===== config.mk =====
export PLATFORM = sky130hd
export DESIGN_NAME = door_ctrl_param_flat
export DESIGN_NICKNAME = d
export VERILOG_FILES = /design/src/rtl/door_ctrl_param_pkg.sv /design/src/rtl/door_ctrl_param_if.sv /design/src/rtl/door_ctrl_param_door_timer.sv /design/src/rtl/door_ctrl_param.sv /design/src/flat_wrapper.sv
export SDC_FILE = /design/constraint.sdc
export NUM_CORES = 1
export LEC_CHECK = 0
export CELL_PAD_IN_SITES_DETAIL_PLACEMENT = 0
export CELL_PAD_IN_SITES_GLOBAL_PLACEMENT = 1
export CORE_MARGIN = 5
export CORE_UTILIZATION = 44
export CTS_BUF_LIST = sky130_fd_sc_hd__clkbuf_2 sky130_fd_sc_hd__clkbuf_4 sky130_fd_sc_hd__clkbuf_8
export CTS_CLUSTER_DIAMETER = 50
export DETAILED_ROUTE_END_ITERATION = 10
export PLACE_DENSITY = 0.93
export RECOVER_POWER = 100
export SYNTH_ARGS = -nofsm -noshare
export SYNTH_HDL_FRONTEND = slang
export SYNTH_SLANG_ARGS = --single-unit

===== constraint.sdc =====
create_clock -name clk -period 2.6 [get_ports clk]
set_input_delay 0.39 -clock clk [delete_from_list [all_inputs] [get_ports clk]]
set_output_delay 0.39 -clock clk [all_outputs]
set_load 0.05 [all_outputs]

===== src/rtl/door_ctrl_param_pkg.sv =====
// Shared encodings for the car-door controller: direction codes, door states,
// hall-call bit positions and the hall-call direction match.
package door_ctrl_param_pkg;

  localparam logic [1:0] DIR_STOP = 2'b00;
  localparam logic [1:0] DIR_UP   = 2'b10;
  localparam logic [1:0] DIR_DOWN = 2'b01;

  localparam int HALL_UP_BIT = 1;
  localparam int HALL_DN_BIT = 0;

  typedef enum logic [1:0] {
    DOOR_CLOSED  = 2'b00,
    DOOR_OPENING = 2'b01,
    DOOR_OPEN    = 2'b11,
    DOOR_CLOSING = 2'b10
  } door_state_e;

  // A stopped car answers either hall direction; the illegal code answers none.
  function automatic logic hall_hit(input logic [1:0] dir, input logic [1:0] hall);
    case (dir)
      DIR_UP:   return hall[HALL_UP_BIT];
      DIR_DOWN: return hall[HALL_DN_BIT];
      DIR_STOP: return |hall;
      default:  return 1'b0;
    endcase
  endfunction

endpackage


===== src/rtl/door_ctrl_param_if.sv =====
// Signal bundle between the scheduler/call latches (master) and the door
// controller (slave).
interface door_ctrl_param_if #(
  parameter int NUM_FLOORS = 7
);
  import door_ctrl_param_pkg::*;

  localparam int FLOOR_W = (NUM_FLOORS > 1) ? $clog2(NUM_FLOORS) : 1;

  logic                  moving;
  logic [FLOOR_W-1:0]    cur_floor;
  logic [1:0]            cur_dir;
  logic [1:0]            hall_btn;
  logic [NUM_FLOORS-1:0] car_call;
  logic                  open_btn;
  logic                  close_btn;
  logic                  obstruct;

  door_state_e           door_state;
  logic                  door_closed;
  logic                  served;
  logic                  nudge;
  logic                  fault;

  modport master (
    output moving, cur_floor, cur_dir, hall_btn, car_call,
           open_btn, close_btn, obstruct,
    input  door_state, door_closed, served, nudge, fault
  );

  modport slave (
    input  moving, cur_floor, cur_dir, hall_btn, car_call,
           open_btn, close_btn, obstruct,
    output door_state, door_closed, served, nudge, fault
  );

endinterface


===== src/rtl/door_ctrl_param_door_timer.sv =====
// Loadable down-counter; expired is high while the count sits at zero.
module door_timer #(
  parameter int CNT_W = 32
) (
  input  logic             clk,
  input  logic             reset,
  input  logic             load,
  input  logic [CNT_W-1:0] load_val,
  output logic             expired
);

  logic [CNT_W-1:0] cnt;

  always_ff @(posedge clk) begin
    if (reset)
      cnt <= '0;
    else if (load)
      cnt <= load_val;
    else if (cnt != '0)
      cnt <= cnt - CNT_W'(1);
  end

  assign expired = (cnt == '0);

endmodule


===== src/rtl/door_ctrl_param.sv =====
// Car-door controller: door motion FSM with obstruction reversal, bounded
// reopen count with nudge close, and a move interlock against the scheduler.
module door_ctrl_param
  import door_ctrl_param_pkg::*;
#(
  parameter int NUM_FLOORS = 7,
  parameter int TRAVEL_CYC = 4,
  parameter int DWELL_CYC  = 10,
  parameter int MAX_REOPEN = 3,
  parameter int CNT_W      = 32
) (
  input logic              clk,
  input logic              reset,
  door_ctrl_param_if.slave bus
);

  localparam int FLOOR_W = (NUM_FLOORS > 1) ? $clog2(NUM_FLOORS) : 1;
  localparam int RCNT_W  = $clog2(MAX_REOPEN + 2);
  localparam logic [CNT_W-1:0]  TRAVEL_VAL = CNT_W'(TRAVEL_CYC - 1);
  localparam logic [CNT_W-1:0]  DWELL_VAL  = CNT_W'(DWELL_CYC - 1);
  localparam logic [RCNT_W-1:0] REOPEN_MAX = RCNT_W'(MAX_REOPEN);

  door_state_e       state;
  logic              door_closed;
  logic              served;
  logic              nudge;
  logic              fault;
  logic [RCNT_W-1:0] reopen_cnt;

  logic floor_ok, car_hit, call_here;
  logic intl, req_open, opening_done, open_hold, open_close;
  logic reopen_req, reversal, close_done, to_closing_intl;
  logic tmr_load, tmr_done;
  logic [CNT_W-1:0] tmr_val;

  // Floor indices past the top floor match nothing, including hall calls.
  always_comb begin
    floor_ok = 1'b0;
    car_hit  = 1'b0;
    for (int i = 0; i < NUM_FLOORS; i++) begin
      if (bus.cur_floor == FLOOR_W'(i)) begin
        floor_ok = 1'b1;
        car_hit  = bus.car_call[i];
      end
    end
  end

  assign call_here = floor_ok & (car_hit | hall_hit(bus.cur_dir, bus.hall_btn));

  always_comb begin
    intl            = bus.moving && (state != DOOR_CLOSED);
    to_closing_intl = intl && ((state == DOOR_OPENING) || (state == DOOR_OPEN));
    req_open        = (state == DOOR_CLOSED) && !bus.moving && (call_here || bus.open_btn);
    opening_done    = (state == DOOR_OPENING) && !intl && tmr_done;
    open_hold       = (state == DOOR_OPEN) && !intl &&
                      (bus.obstruct || bus.open_btn || call_here);
    open_close      = (state == DOOR_OPEN) && !intl && !open_hold &&
                      (bus.close_btn || tmr_done);
    reopen_req      = (state == DOOR_CLOSING) && !intl && !nudge &&
                      (bus.obstruct || bus.open_btn);
    reversal        = reopen_req && (reopen_cnt < REOPEN_MAX);
    close_done      = (state == DOOR_CLOSING) && !reversal && tmr_done;
    tmr_load        = req_open || opening_done || open_hold || open_close ||
                      reversal || to_closing_intl;
    tmr_val         = (opening_done || open_hold) ? DWELL_VAL : TRAVEL_VAL;
  end

  door_timer #(.CNT_W(CNT_W)) u_timer (
    .clk      (clk),
    .reset    (reset),
    .load     (tmr_load),
    .load_val (tmr_val),
    .expired  (tmr_done)
  );

  always_ff @(posedge clk) begin
    if (reset) begin
      state       <= DOOR_CLOSED;
      door_closed <= 1'b1;
      served      <= 1'b0;
      nudge       <= 1'b0;
      fault       <= 1'b0;
      reopen_cnt  <= '0;
    end else begin
      served <= 1'b0;
      if (intl) begin
        fault <= 1'b1;
        nudge <= 1'b1;
      end
      case (state)
        DOOR_CLOSED: begin
          if (req_open) begin
            state       <= DOOR_OPENING;
            door_closed <= 1'b0;
            served      <= call_here;
            if (call_here)
              reopen_cnt <= '0;
          end
        end
        DOOR_OPENING: begin
          if (to_closing_intl)
            state <= DOOR_CLOSING;
          else if (opening_done)
            state <= DOOR_OPEN;
        end
        DOOR_OPEN: begin
          if (to_closing_intl || open_close)
            state <= DOOR_CLOSING;
        end
        DOOR_CLOSING: begin
          // Fault and nudge set by the interlock this cycle are overridden on close.
          if (reversal) begin
            state      <= DOOR_OPENING;
            reopen_cnt <= reopen_cnt + RCNT_W'(1);
          end else if (close_done) begin
            state       <= DOOR_CLOSED;
            door_closed <= 1'b1;
            nudge       <= 1'b0;
            fault       <= 1'b0;
          end else if (reopen_req) begin
            nudge <= 1'b1;
          end
        end
        default: begin
          state       <= DOOR_CLOSED;
          door_closed <= 1'b1;
        end
      endcase
    end
  end

  assign bus.door_state  = state;
  assign bus.door_closed = door_closed;
  assign bus.served      = served;
  assign bus.nudge       = nudge;
  assign bus.fault       = fault;

endmodule


===== src/flat_wrapper.sv =====
// flat-port wrapper written by rule: the top's interface ports become plain ports
module door_ctrl_param_flat import door_ctrl_param_pkg::*;
#(
  parameter int NUM_FLOORS = 7,
  parameter int TRAVEL_CYC = 4,
  parameter int DWELL_CYC  = 10,
  parameter int MAX_REOPEN = 3,
  parameter int CNT_W      = 32
)
  (clk, reset, bus_moving, bus_cur_floor, bus_cur_dir, bus_hall_btn, bus_car_call, bus_open_btn, bus_close_btn, bus_obstruct, bus_door_state, bus_door_closed, bus_served, bus_nudge, bus_fault);
  door_ctrl_param_if #(.NUM_FLOORS(NUM_FLOORS)) bus_i ();
  input logic clk;
  input logic reset;
  input wire logic [$bits(bus_i.moving)-1:0] bus_moving;
  input wire logic [$bits(bus_i.cur_floor)-1:0] bus_cur_floor;
  input wire logic [$bits(bus_i.cur_dir)-1:0] bus_cur_dir;
  input wire logic [$bits(bus_i.hall_btn)-1:0] bus_hall_btn;
  input wire logic [$bits(bus_i.car_call)-1:0] bus_car_call;
  input wire logic [$bits(bus_i.open_btn)-1:0] bus_open_btn;
  input wire logic [$bits(bus_i.close_btn)-1:0] bus_close_btn;
  input wire logic [$bits(bus_i.obstruct)-1:0] bus_obstruct;
  output wire logic [$bits(bus_i.door_state)-1:0] bus_door_state;
  output wire logic [$bits(bus_i.door_closed)-1:0] bus_door_closed;
  output wire logic [$bits(bus_i.served)-1:0] bus_served;
  output wire logic [$bits(bus_i.nudge)-1:0] bus_nudge;
  output wire logic [$bits(bus_i.fault)-1:0] bus_fault;
  assign bus_i.moving = bus_moving;
  assign bus_i.cur_floor = bus_cur_floor;
  assign bus_i.cur_dir = bus_cur_dir;
  assign bus_i.hall_btn = bus_hall_btn;
  assign bus_i.car_call = bus_car_call;
  assign bus_i.open_btn = bus_open_btn;
  assign bus_i.close_btn = bus_close_btn;
  assign bus_i.obstruct = bus_obstruct;
  assign bus_door_state = bus_i.door_state;
  assign bus_door_closed = bus_i.door_closed;
  assign bus_served = bus_i.served;
  assign bus_nudge = bus_i.nudge;
  assign bus_fault = bus_i.fault;
  door_ctrl_param #(.NUM_FLOORS(NUM_FLOORS), .TRAVEL_CYC(TRAVEL_CYC), .DWELL_CYC(DWELL_CYC), .MAX_REOPEN(MAX_REOPEN), .CNT_W(CNT_W)) u_core (.clk(clk), .reset(reset), .bus(bus_i));
endmodule

==> results of run 1 <==
-- state kept, by name, indices dropped and copies added (netlist names) --
| signal | flops |
|---|---|
| u_core.bus.door_closed | 1 |
| u_core.bus.door_state | 2 |
| u_core.bus.fault | 1 |
| u_core.bus.nudge | 1 |
| u_core.bus.served | 1 |
| u_core.reopen_cnt | 3 |
| u_core.u_timer.cnt | 32 |
-- worst paths after layout --
check,start,to,slack [ns],depth (start not counted)
worst max-delay path,u_core.u_timer.cnt[10]$_SDFFE_PP0P_,u_core.u_timer.cnt[13]$_SDFFE_PP0P_,0.16,7
worst min-delay path,u_core.bus.nudge$_SDFF_PP0_,u_core.bus.nudge$_SDFF_PP0_,0.49,2
worst max register to register,u_core.u_timer.cnt[10]$_SDFFE_PP0P_,u_core.u_timer.cnt[13]$_SDFFE_PP0P_,0.16,7
worst min register to register,u_core.bus.nudge$_SDFF_PP0_,u_core.bus.nudge$_SDFF_PP0_,0.49,2
-- routing by layer --
layer  vias up  routed length (um)  track usage (%)
met5         -                   0                0
met4         0                  80             6.64
met3         9                 261             3.80
met2        41                2610             29.2
met1       997                2500             20.8
li1       1096                   -                -
-- cell families (layout without fill, tap and decap cells) --
family	count (synthesis)	in the layout
xor+xnor	18	18
flops	41	41
fa+ha+maj	2	2
mux	3	3
buf+inv	27	69
simple gates	124	124
compound gates	59	59
-- tightest hold or removal path, cell delays in order (launching register included) --
cell and delay (ns):
sky130_fd_sc_hd__dfxtp_1 0.33, sky130_fd_sc_hd__inv_1 0.05, sky130_fd_sc_hd__a221oi_1 0.06
-- layout by cell type (no fill, tap or decap), types with 2 or more instances in the layout --
cell and n:
sky130_fd_sc_hd__a21oi_1 18, sky130_fd_sc_hd__o221a_2 2, sky130_fd_sc_hd__clkbuf_8 5, sky130_fd_sc_hd__nand4_1 3
sky130_fd_sc_hd__ha_1 2, sky130_fd_sc_hd__xor2_1 6, sky130_fd_sc_hd__mux2i_1 3, sky130_fd_sc_hd__o22ai_1 2
sky130_fd_sc_hd__or2_2 3, sky130_fd_sc_hd__o31ai_1 2, sky130_fd_sc_hd__dfxtp_1 41, sky130_fd_sc_hd__o21ai_0 12
sky130_fd_sc_hd__or4_4 3, sky130_fd_sc_hd__a211oi_1 2, sky130_fd_sc_hd__o211ai_1 2, sky130_fd_sc_hd__buf_4 23
sky130_fd_sc_hd__and3_1 3, sky130_fd_sc_hd__bufinv_16 2, sky130_fd_sc_hd__nor2_1 35, sky130_fd_sc_hd__nand4b_1 3
sky130_fd_sc_hd__xnor2_1 12, sky130_fd_sc_hd__inv_1 12, sky130_fd_sc_hd__nor4_1 11, sky130_fd_sc_hd__nand3_1 6
sky130_fd_sc_hd__and3b_1 2, sky130_fd_sc_hd__nand2_1 10, sky130_fd_sc_hd__a41oi_1 2, sky130_fd_sc_hd__nor3_1 12
sky130_fd_sc_hd__dlygate4sd3_1 6, sky130_fd_sc_hd__or3_1 17, sky130_fd_sc_hd__or4_1 5, sky130_fd_sc_hd__clkdlybuf4s50_1 19
-- layout make-up --
cell class / count / area, sq um / share of cell area [%]
Inverter: 12 / 45.0 / 1.54
Tap cell: 70 / 87.6 / 3.00
Multi-Input combinational cell: 206 / 1390 / 47.6
Clock inverter: 3 / 65.1 / 2.23
Timing Repair Buffer: 49 / 443 / 15.2
Sequential cell: 41 / 821 / 28.1
Clock buffer: 5 / 68.8 / 2.36
-- metrics by stage --
| stage | std cells | utilization [%] | setup slack (ns) |
|---|---|---|---|
| 3_5_place_dp | 378 | 54.1 | -0.160 |
| 6_report | 386 | 57.5 | 0.156 |
| 2_1_floorplan | 274 | - | 0.175 |
| 4_1_cts | 386 | 56.8 | 0.106 |
| 3_3_place_gp | 378 | 54.1 | -0.117 |
| 5_1_grt | 386 | 57.5 | 0.00551 |
==> flow_summary.toml, run 1 <==
[run_status]
result_of_the_run = "finished, final reports clean"

[synth]
synth_cell_type_count = 56
synth-edff-count = 0
synth.area.mux_share_pct = 1.31
synth_xor_xnor_area_share_pct = 6.87
most_instantiated_flip_flop_cell_in_the_synthesis_netlist = "sky130_fd_sc_hd__dfxtp_1"
synth.yosys.seq_area_share_pct = 35.7
yosys_warnings = 0
netlist_area_sq_um = 2300
synth_compound_gate_area_share_pct = 18.7
fraction_of_synthesized_cell_area_taken_by_the_top_area_cell_type_pct = 35.7
synth.avg_cell_area_sq_um = 8.38
synth_async_sr_flop_share_pct = 0
yosys_register_bits = 41
synthDominantAreaCellType = "sky130_fd_sc_hd__dfxtp_1"
largest_cells_by_area_after_synthesis = "sky130_fd_sc_hd__dfxtp_1 (36%), sky130_fd_sc_hd__nor2_1 (5.7%), sky130_fd_sc_hd__or3_1 (4.6%), sky130_fd_sc_hd__xnor2_1 (4.6%), sky130_fd_sc_hd__a21oi_1 (3.9%)"
synth_fa_ha_area_share_pct = 1.09
synth_top_family_by_area = "simple AND/OR/NAND/NOR gates"
synth_cells = 274
synthMostInstantiatedCell = "sky130_fd_sc_hd__dfxtp_1"
synth.top_cells.by_count = "sky130_fd_sc_hd__dfxtp_1 (41), sky130_fd_sc_hd__nor2_1 (35), sky130_fd_sc_hd__a21oi_1 (18)"
syn-num-nets = 296
synth-simple-area-share_pct = 30.8

[floorplanning]
die_height_um = 82.2
initial_core_utilization_pct = 45.2
die_w_um = 82.2
coreArea_sq_um = 5070
io_pins = 26
floorplan.die_area_sq_um = 6760
placement_rows = 26

[clocking]
clk_path_buf_depth = 2
tritoncts_clock_tree = "yes"
clk_latency_ns = 0.30
clock-sinks = 41
ctsHoldBuffers = 0
htree_num_levels = 2
clk_pin_slew_worst_paths_ns = 0.08
post_cts.resized_instances = 0
cts-buffers-inserted = 5
clock_tree.root_cell = "sky130_fd_sc_hd__clkbuf_8"
number_of_setup_buffers_added_after_cts = 0

[drt]
wirelength_um = 5450
dr.first_iter.drc_count = 91
remaining_drc_errors = 0
postRouteAntennaNets = 0
wire_per_inst_um = 14.1
vias = 2143
routed_via_density = 5.55
first_pass_iters = 4

[global_routing]
largest_net_degree_at_the_start_of_global_routing = 30
grtUsageTotal_pct = 17.1
grt_overflow = 0
wire_length_of_the_first_global_routing_pass_um = 9030
grt_antenna_before_repair = 0
first_global_vias = 2087

[placement]
place_congestion = 0.868
number_of_port_buffers = 25
place.detailed.hpwl_um = 4050
placedInstanceArea_sq_um = 2750

[timing]
tns_ns = 0
finalSetupViolations = 0
worst_case_headroom_to_the_max_slew_limit_pct = 61.7
rsz0062_at_grt = "no"
worst-slew-pin-transition_ns = 0.570
timing_hold_violations_final = 0
fmaxAchievable_ghz = 0.409
maxSlewViolCount = 0
final.hold.worst_slack_ns = 0.493
skew_final_ns = 0.00863
period_needed_ns = 2.44
fin_crit_sh_pct = 94.0

[critical_path]
timing.critical_path.buf_inv = 1
critPathTopFamily = "simple AND/OR/NAND/NOR gates"
crit_path_class = "reg -> reg"
critPathCaptureType = "flop"
cp_slowest_stage_delay_ns = 0.59
timing.critical_path.fanout_max = 29
crit_path_cell_trace = "or4_4, nor4_4, a41oi_2, a2111oi_4, a2111o_1, buf_12, a21oi_1"
worst_setup_path_start_kind = "flop"
worst_path_max_delay_cell = "sky130_fd_sc_hd__or4_4"
worstPathArrival_ns = 2.62
timing.critical_path.required_ns = 2.77

[hold_path]
class_of_the_worst_hold_path = "reg -> reg"

[cells_and_area]
design_area_sq_um = 2920
antennaDiodeCount = 0
syn2layout_area_growth_pct = 27.1
num-fill-cells = 477
drive_gt1_share_pct = 15.8
design.final.nets = 337

[flow_run]
cap_violations = 0
Power of run 1 is left out: the tool's default activity adds up to more than one toggle a clock period on the data nets, which glitch-free logic cannot reach.
==> run 2: changes to the inputs <==
--- a/config.mk
+++ b/config.mk
@@ -5,6 +5,7 @@
 export SDC_FILE = /design/constraint.sdc
 export NUM_CORES = 1
 export LEC_CHECK = 0
+export CAP_MARGIN = 20
 export CELL_PAD_IN_SITES_DETAIL_PLACEMENT = 0
 export CELL_PAD_IN_SITES_GLOBAL_PLACEMENT = 1
 export CORE_MARGIN = 5
==> results of run 2 <==
No change in the layout: final DEF, timing and power equal those of run 1.
Power of run 2 is left out for the same reason.
